[config.mk]
export PLATFORM = sky130hd
export DESIGN_NAME = exibidor_sequencia
export DESIGN_NICKNAME = d
export VERILOG_FILES = /design/src/rtl/exibidor_sequencia.sv
export SDC_FILE = /design/constraint.sdc
export NUM_CORES = 1
export LEC_CHECK = 0
export BUFFER_PORTS_ARGS = -buffer_cell sky130_fd_sc_hd__buf_4
export CORE_AREA = 3 3 80 82
export DETAILED_ROUTE_END_ITERATION = 6
export DIE_AREA = 0 0 83 85
export PLACE_DENSITY = 0.46
export SYNTH_ARGS = -nofsm -noshare
export SYNTH_HDL_FRONTEND = slang
export SYNTH_SLANG_ARGS = --single-unit
[constraint.sdc]
create_clock -name clock -period 1.7 [get_ports clock]
set_input_delay 0 -clock clock [delete_from_list [all_inputs] [get_ports clock]]
set_output_delay 0 -clock clock [all_outputs]
set_load 0.05 [all_outputs]
[src/rtl/exibidor_sequencia.sv]
// Presents a stored colour sequence on the LEDs: each element is shown for an
// on-time followed by a dark gap, with a fast mode that halves both timings.
module exibidor_sequencia #(
    parameter int T_ON  = 1000,
    parameter int T_OFF = 500
) (
    input  logic       clock,
    input  logic       reset,
    input  logic       iniciar,
    input  logic [3:0] limite,
    input  logic       dificuldade,
    input  logic [3:0] dado_memoria,
    output logic [3:0] endereco,
    output logic [3:0] leds,
    output logic       ocupado,
    output logic       fim,
    output logic [2:0] db_estado
);

    localparam int TMAX = (T_ON > T_OFF) ? T_ON : T_OFF;
    localparam int TW   = $clog2(TMAX + 1);

    localparam logic [2:0] IDLE = 3'd0;
    localparam logic [2:0] PREP = 3'd1;
    localparam logic [2:0] SHOW = 3'd2;
    localparam logic [2:0] GAP  = 3'd3;
    localparam logic [2:0] DONE = 3'd4;

    // Terminal timer values: a phase of N cycles ends when the timer reads N-1.
    localparam logic [TW-1:0] ON_FULL  = TW'(T_ON - 1);
    localparam logic [TW-1:0] ON_FAST  = TW'(T_ON / 2 - 1);
    localparam logic [TW-1:0] OFF_FULL = TW'(T_OFF - 1);
    localparam logic [TW-1:0] OFF_FAST = TW'(T_OFF / 2 - 1);

    logic [2:0]    estado_r;
    logic [TW-1:0] timer_r;
    logic [3:0]    limite_r;
    logic          dificuldade_r;
    logic [3:0]    endereco_r;
    logic [3:0]    leds_r;
    logic          ocupado_r;
    logic          fim_r;

    logic [TW-1:0] on_last_s;
    logic [TW-1:0] gap_last_s;
    logic          show_end_s;
    logic          gap_end_s;

    // Phase-end detection using the timings latched at start.
    always_comb begin
        on_last_s  = ON_FULL;
        gap_last_s = OFF_FULL;
        if (dificuldade_r) begin
            on_last_s  = ON_FAST;
            gap_last_s = OFF_FAST;
        end else begin
            on_last_s  = ON_FULL;
            gap_last_s = OFF_FULL;
        end
        show_end_s = (timer_r == on_last_s);
        gap_end_s  = (timer_r == gap_last_s);
    end

    // Sequencer FSM; all outputs are registered alongside the state.
    always_ff @(posedge clock) begin
        if (reset) begin
            estado_r      <= IDLE;
            timer_r       <= '0;
            limite_r      <= 4'd0;
            dificuldade_r <= 1'b0;
            endereco_r    <= 4'd0;
            leds_r        <= 4'd0;
            ocupado_r     <= 1'b0;
            fim_r         <= 1'b0;
        end else begin
            case (estado_r)
                IDLE: begin
                    timer_r <= '0;
                    leds_r  <= 4'd0;
                    fim_r   <= 1'b0;
                    if (iniciar) begin
                        limite_r      <= limite;
                        dificuldade_r <= dificuldade;
                        endereco_r    <= 4'd0;
                        ocupado_r     <= 1'b1;
                        estado_r      <= PREP;
                    end else begin
                        ocupado_r <= 1'b0;
                        estado_r  <= IDLE;
                    end
                end
                PREP: begin
                    leds_r   <= dado_memoria;
                    timer_r  <= '0;
                    estado_r <= SHOW;
                end
                SHOW: begin
                    if (show_end_s) begin
                        leds_r   <= 4'd0;
                        timer_r  <= '0;
                        estado_r <= GAP;
                    end else begin
                        timer_r <= timer_r + TW'(1);
                    end
                end
                GAP: begin
                    if (gap_end_s) begin
                        timer_r <= '0;
                        // Last element: address is held, never wrapped.
                        if (endereco_r == limite_r) begin
                            ocupado_r <= 1'b0;
                            fim_r     <= 1'b1;
                            estado_r  <= DONE;
                        end else begin
                            endereco_r <= endereco_r + 4'd1;
                            estado_r   <= PREP;
                        end
                    end else begin
                        timer_r <= timer_r + TW'(1);
                    end
                end
                DONE: begin
                    fim_r    <= 1'b0;
                    estado_r <= IDLE;
                end
                default: begin
                    timer_r   <= '0;
                    leds_r    <= 4'd0;
                    ocupado_r <= 1'b0;
                    fim_r     <= 1'b0;
                    estado_r  <= IDLE;
                end
            endcase
        end
    end

    assign endereco  = endereco_r;
    assign leds      = leds_r;
    assign ocupado   = ocupado_r;
    assign fim       = fim_r;
    assign db_estado = estado_r;

endmodule

==> impl_summary.txt, run 1 <==
----------------------------------------------------
[Die]
  Overall die area ... 7060 um^2
  Initial Utilization ... 24.7%
  Floorplan die height ... 85 um
  Area of the core region ... 5820 um^2
  Die X ... 83 um
  Total number of placement rows ... 28
  Top-level I/O count ... 25

[STA]
  Worst Max-Slew Pin Slew ... 0.365 ns
  F_max ... 623 MHz
  Number of slew-limit violations in the final report ... 0
  Setup repair after global routing missed its margin ... false
  Slew headroom ... 75.6%
  Worst-case clock skew ... 0.00549 ns
  Minimum hold slack ... 0.0724 ns
  Fraction of the cycle the final worst path needs ... 94.5%
  Number of setup violations in the final report ... 0
  Crit path time final ... 1.61 ns
  Number of hold-slack violations in the final timing report ... 0
  Final Worst Setup Slack ... 0.0941 ns

[Synth]
  Nets in the synthesized netlist ... 181
  Number of distinct library cells after synthesis ... 43
  Number of standard cells after synthesis ... 167
  Count of yosys warnings during synthesis ... 0
  Library cell with the largest summed area after synthesis ... sky130_fd_sc_hd__dfxtp_1
  Number of enable-type register cells in the synthesized netlist ... 0
  Post-synthesis instance area ... 1440 um^2
  Ranking of synthesized cells by area ... sky130_fd_sc_hd__dfxtp_1 39%, sky130_fd_sc_hd__mux2i_1 6.3%, sky130_fd_sc_hd__nor2_1 5.8%
  Most frequently used flop master after synthesis ... sky130_fd_sc_hd__dfxtp_1
  Yosys reg bits ... 28
  Share of flip-flops with an asynchronous set or reset ... 0%
  Most common cell in the netlist ... sky130_fd_sc_hd__dfxtp_1
  Sequential cell area fraction in the yosys report ... 39.1%
  Average footprint of a synthesized cell ... 8.59 um^2
  List of most frequent post-synthesis cells ... 28 x sky130_fd_sc_hd__dfxtp_1, 22 x sky130_fd_sc_hd__nor2_1, 20 x sky130_fd_sc_hd__nand2_1
  Post-synth top area share ... 39.1%

[Hold path]
  Depth of the worst hold-timing path ... 2
  Min-Delay Path Class ... in -> reg

[GRT]
  Most used routing layer ... met2
  Pin count of the biggest net entering global routing ... 28
  Number of global-route vias before repair ... 1334
  Initial antenna violation count ... 0
  Met3 track demand over resource in global routing ... 2.33%
  Overall overflow remaining after global route ... 0
  M1 GR Usage ... 15.3%
  Wire length of the first global-routing pass ... 6.49 mm
  Fraction of met2 tracks used by global routing ... 18.0%
  Global routing usage summed across all routing layers ... 11.1%

[Layout]
  Utilization after layout ... 34.4%
  Nets ... 228
  Share of cells above drive strength 1 ... 30.5%
  Antenna cells ... 0
  Non-filler instance count after layout ... 288
  Area added between synthesis and finish ... 39.4%

[Power and ir drop]
  Net switching share of the total power ... 30.8%
  Internal cell power ... 1.15 mW
  Part of the power in combinational logic ... 25.5%
  PD cells ... 828 nW/um^2
  Switching power ... 0.511 mW
  Leak Pwr ... 0.793 nW
  Peak supply drop ... 0.435 mV
  Part of the power in registers ... 45.3%
  Clock network fraction of total power ... 29.2%

[Setup path]
  Crit end category ... register
  R2R setup slack ... 0.09 ns
  Number of cells on the critical path ... 5
  CP delay by family, top ... compound AO/OA/AOI/OAI gates
  Number of cells on the worst reg-to-reg path ... 5
  Worst endpoint required time ... 1.89 ns
  Critical path launch point type ... register
  Chain of cells forming the critical path ... nor4bb_1, o2111a_2, o221a_4, a21oi_1, a31o_2
  Signal arrival time at the worst endpoint ... 1.79 ns
  Highest cell delay on the worst timing path ... 0.46 ns
  Setup Crit Path Kind ... reg -> reg
  Worst path slowest cell ... sky130_fd_sc_hd__dfxtp_1
  Critical path buffer and inverter count ... 0
  Largest driver fanout on the critical path ... 7

[Place]
  Final RePlAce weighted congestion ... 0.749
  Placement Setup Slack ... 0.0173 ns
  Placed insts ... 275
  Buffers added on ports ... 24
  Half-perimeter wire length after placement ... 2.58 mm

[Clock network]
  Clock slew at the register clock pins of the worst setup and hold paths ... 0.10 ns
  Number of levels the H-tree was split into ... 1
  Setup Buffers After CTS ... 0
  CTS tree ... done
  Clock latency on the worst-skew pair ... 0.28 ns
  Clock sink count ... 28
  Number of buffers created by CTS ... 3
  Root buf cell ... sky130_fd_sc_hd__clkbuf_8
  Buffer levels on the longest clock path ... 2

[Route]
  DRC errors left ... 0
  Total detailed-routing wirelength ... 3.62 mm
  Drt pass-1 iters ... 4
  DR vias ... 1369
  Routed via count divided by cell count ... 4.75
  DRT antenna net count ... 0
  First DRT Iteration DRCs ... 81
  Routed wire per std cell ... 12.6 um

[Flow run]
  Number of max-cap violations ... 0

[Status]
  Result of the run ... finished clean

----------------------------------------------------
==> final cells by class <==
cell class	count	area [um^2]
timing repair buffer	51	405
clock buffer	4	66.3
fill	640	3810
multi-input combinational	129	858
inverter	1	3.75
sequential	28	573
tap	75	93.8
==> per-layer routing <==
metal / part of all wire [%] / up-vias
met5: 0 / -
met4: 1.0 / 0
met1: 52 / 642
met3: 2.8 / 2
met2: 44 / 21
li1: - / 704
==> power by group through the flow <==
stage | combinational [mW] | clock [mW] | sequential (mW)
global route | 0.463 | 0.532 | 0.759
finish | 0.422 | 0.484 | 0.750
floorplan | 0.222 | 0 | 0.811
CTS | 0.420 | 0.505 | 0.749
global placement | 0.403 | 0 | 0.765
detailed placement | 0.402 | 0 | 0.764
==> stage by stage <==
step	setup TNS (ns)	total power [mW]	instance area (um^2)
2_1_floorplan	-0.107	1.03	1450
3_3_place_gp	0	1.17	1820
3_5_place_dp	0	1.17	1820
4_1_cts	0	1.67	1980
5_1_grt	0	1.75	2000
6_report	0	1.66	2000
==> final timing paths <==
check                   from     endpoint
setup / recovery  timer_r[8]  endereco[2]
hold / removal         reset  endereco[0]
setup reg to reg  timer_r[8]  endereco[2]
hold reg to reg          fim          fim
==> what timing repair did <==
item / CTS / global route
endpoints found under the setup margin: 1 / 11
endpoints found under the hold margin: 9 / 0
hold buffers: 9 / 0
resized for setup: 1 / 8
==> state kept, by name (all words and copies together) (netlist names) <==
name           cells
limite_r           4
leds               4
dificuldade_r      1
endereco           4
fim                1
timer_r           10
ocupado            1
db_estado          3
==> cell families (layout without fill, tap and decap cells) <==
kind of cell	Yosys count	count (layout)	share of synthesized area, %
multiplexers	9	9	6.28
flip-flops	28	28	39.1
buffers and inverters	10	56	3.14
AO/OA/AOI/OAI	28	28	15.6
adder cells (fa/ha/maj)	2	2	1.74
AND/OR/NAND/NOR	84	84	30.5
XOR/XNOR	6	6	3.66
==> cells in the final DEF (no fill, tap or decap), drive strengths merged, types with 3 or more instances in the layout <==
| master | netlist | layout |
|---|---|---|
| mux2i | 9 | 9 |
| nand3 | 11 | 11 |
| a21oi | 3 | 3 |
| or3 | 3 | 3 |
| dfxtp | 28 | 28 |
| clkbuf | 5 | 4 |
| nor2 | 22 | 22 |
| nor3 | 5 | 5 |
| buf | 4 | 42 |
| xnor2 | 5 | 5 |
| nand2 | 20 | 20 |
| and3 | 3 | 3 |
| dlygate4sd3 | 0 | 9 |
| a31oi | 8 | 8 |
| a22o | 4 | 4 |
Power figures use the tool's default switching activity.
==> inputs of run 2 (changes only) <==
ABC_AREA = 1   (was not set)
CORE_AREA = 3 3 84 86   (was 3 3 80 82)
CTS_BUF_LIST = sky130_fd_sc_hd__clkbuf_16   (was not set)
DIE_AREA = 0 0 87 89   (was 0 0 83 85)
PLACE_DENSITY = 0.45   (was 0.46)
==> run 2 against run 1 <==
  * Setup slack improved by 0.11 ns
  * Global-route usage fell by 0.62 points
  * Total power rose by 70%
  * Sequential power rose by 19%
  * Clock skew fell by 0.00092 ns
  * Critical path depth rose by 5
  * Routed wire length rose by 3.5%
  * Core utilization fell by 3.1 points
  * Clock power rose by 46%
  * Critical path type unchanged
  * Critical endpoint is now timer_r[8]
  * Largest cell class unchanged
==> impl_summary.txt, run 2 <==
----------------------------------------------------
[Clock network]
  Clock latency on the worst-skew pair ... 0.27 ns
  Number of buffers created by CTS ... 3
  Root buf cell ... sky130_fd_sc_hd__clkbuf_16
  Number of buffers inserted by hold repair at cts ... 4
  Clock sink count ... 28
  CTS tree ... done
  Buffer levels on the longest clock path ... 2
  Number of levels the H-tree was split into ... 1
  Setup Buffers After CTS ... 0
  Clock slew at the register clock pins of the worst setup and hold paths ... 0.07 ns
  Post-cts gate resize count ... 0

[Synth]
  Number of enable-type register cells in the synthesized netlist ... 0
  Most frequently used flop master after synthesis ... sky130_fd_sc_hd__dfxtp_1
  Share of flip-flops with an asynchronous set or reset ... 0%
  Sequential cell area fraction in the yosys report ... 35.8%
  Library cell with the largest summed area after synthesis ... sky130_fd_sc_hd__dfxtp_1
  Post-synthesis instance area ... 1570 um^2
  Number of standard cells after synthesis ... 237
  Number of distinct library cells after synthesis ... 27
  Count of yosys warnings during synthesis ... 0
  List of most frequent post-synthesis cells ... 71 x sky130_fd_sc_hd__nand2_1, 33 x sky130_fd_sc_hd__inv_1, 28 x sky130_fd_sc_hd__dfxtp_1
  Ranking of synthesized cells by area ... sky130_fd_sc_hd__dfxtp_1 36%, sky130_fd_sc_hd__nand2_1 17%, sky130_fd_sc_hd__inv_1 7.9%
  Most common cell in the netlist ... sky130_fd_sc_hd__nand2_1
  Average footprint of a synthesized cell ... 6.60 um^2
  Post-synth top area share ... 35.8%
  Nets in the synthesized netlist ... 251
  Yosys reg bits ... 28

[Die]
  Total number of placement rows ... 29
  Area of the core region ... 6350 um^2
  Die X ... 87 um
  Initial Utilization ... 24.7%
  Floorplan die height ... 89 um
  Overall die area ... 7740 um^2
  Top-level I/O count ... 25

[Setup path]
  Critical path launch point type ... register
  Crit end category ... register
  Worst endpoint required time ... 1.87 ns
  Setup Crit Path Kind ... reg -> reg
  Signal arrival time at the worst endpoint ... 1.67 ns
  Largest driver fanout on the critical path ... 6

[Status]
  Result of the run ... finished clean

[STA]
  Worst-case clock skew ... 0.00457 ns
  Number of hold-slack violations in the final timing report ... 0
  Slew headroom ... 68.0%
  Fraction of the cycle the final worst path needs ... 88.2%
  Number of setup violations in the final report ... 0
  Number of slew-limit violations in the final report ... 0
  Crit path time final ... 1.50 ns
  F_max ... 667 MHz
  Worst Max-Slew Pin Slew ... 0.480 ns
  Final TNS setup ... 0 ns
  Setup repair after global routing missed its margin ... false

[Route]
  DR vias ... 1443
  First DRT Iteration DRCs ... 88
  Routed wire per std cell ... 10.9 um
  Drt pass-1 iters ... 4
  Total detailed-routing wirelength ... 3.75 mm
  DRT antenna net count ... 0
  Routed via count divided by cell count ... 4.18
  DRC errors left ... 0

[Layout]
  Combined area of the multi-input logic cells ... 838 um^2
  Antenna cells ... 0
  Max FFs per register ... 10
  Commonest non-fill, non-tap cells in the layout ... 71 x sky130_fd_sc_hd__nand2_1, 33 x sky130_fd_sc_hd__inv_1, 28 x sky130_fd_sc_hd__dfxtp_1, 26 x sky130_fd_sc_hd__buf_4, 21 x sky130_fd_sc_hd__nor2_1
  Register area ... 561 um^2
  Nets ... 283
  Share of cells above drive strength 1 ... 20.9%
  Number of fill cells ... 702
  Area added between synthesis and finish ... 27.0%
  Leading cell type in the layout, fill and taps excluded ... sky130_fd_sc_hd__nand2_1
  Most flops, register ... timer_r

[Flow run]
  Number of max-cap violations ... 0

[GRT]
  Overall overflow remaining after global route ... 0
  Initial antenna violation count ... 0
  Number of global-route vias before repair ... 1387
  Pin count of the biggest net entering global routing ... 17
  Wire length of the first global-routing pass ... 6.41 mm
  Global routing usage summed across all routing layers ... 10.5%

[Place]
  Buffers added on ports ... 24
  Final RePlAce weighted congestion ... 0.770
  Half-perimeter wire length after placement ... 2.85 mm

[Power and ir drop]
  PD cells ... 1410 nW/um^2
  Peak supply drop ... 0.698 mV
  Leak Pwr ... 0.931 nW
  Power, Total ... 2.81 mW

[Hold path]
  Min-Delay Path Class ... in -> reg

----------------------------------------------------
run 2: per-layer routing:
| metal | vias up | GRT usage, % | share of wire (%) | routed length (um) |
|---|---|---|---|---|
| met1 | 620 | 14.1 | 52 | 1950 |
| met3 | 5 | 1.84 | 3.5 | 131 |
| met5 | - | 0 | 0 | 0 |
| met4 | 0 | 4.25 | 1.7 | 64 |
| li1 | 795 | - | - | - |
| met2 | 23 | 16.6 | 43 | 1600 |
run 2: report_power, final:
part / total [mW] / internal (mW) / leakage [nW] / switching (mW)
logic: 1.21 / 0.383 / 0.652 / 0.825
clock network: 0.707 / 0.469 / 0.0511 / 0.237
registers: 0.894 / 0.780 / 0.228 / 0.113
total: 2.81 / 1.63 / 0.931 / 1.18
run 2: cell families (layout without fill, tap and decap cells):
kind of cell	count (synthesis)	in the layout	share of synthesized area (%)
buffers and inverters	43	74	10.6
xor gates and xnor gates	3	3	1.68
adders and majority gates	2	2	1.60
and+or+nand+nor	129	129	38.8
DFF	28	28	35.8
AOI/OAI and AO/OA	32	32	11.5
run 2: final cells by class:
| type | instances | area share, % |
|---|---|---|
| Sequential cell | 28 | 28.2 |
| Timing Repair Buffer | 30 | 11.8 |
| Clock inverter | 1 | 1.51 |
| Inverter | 40 | 7.68 |
| Multi-Input combinational cell | 166 | 42.2 |
| Clock buffer | 3 | 3.78 |
| Tap cell | 77 | 4.85 |
run 2: final timing paths:
check,from,to,slack [ns],cells after the start
max,timer_r[1],timer_r[8],0.20,10
min,limite[1],limite_r[1],0.02,3
max reg2reg,timer_r[1],timer_r[8],0.20,10
min reg2reg,fim,fim,0.46,2
run 2: worst max-delay path, cell delays in order, from the launching register on:
cell and delay [ns]:
sky130_fd_sc_hd__dfxtp_1 0.42, sky130_fd_sc_hd__ha_1 0.24, sky130_fd_sc_hd__nand2_1 0.07, sky130_fd_sc_hd__nor2_1 0.08, sky130_fd_sc_hd__nand3_1 0.12, sky130_fd_sc_hd__nand2_2 0.13, sky130_fd_sc_hd__nand2_4 0.09, sky130_fd_sc_hd__nor2_8 0.12
sky130_fd_sc_hd__inv_4 0.06, sky130_fd_sc_hd__nand2_1 0.06, sky130_fd_sc_hd__inv_1 0.03
run 2: stage by stage:
stage / area, um^2 / utilization [%] / setup slack, ns / hold slack (ns) / std cells
2_1_floorplan: 1570 / - / 0.0829 / 0.148 / 237
3_3_place_gp: 1840 / 29.0 / 0.173 / 0.282 / 337
3_5_place_dp: 1840 / 29.0 / 0.200 / 0.280 / 337
4_1_cts: 1990 / 31.3 / 0.191 / 0.0140 / 345
5_1_grt: 1990 / 31.3 / 0.0443 / 0.0343 / 345
6_report: 1990 / 31.3 / 0.200 / 0.0180 / 345
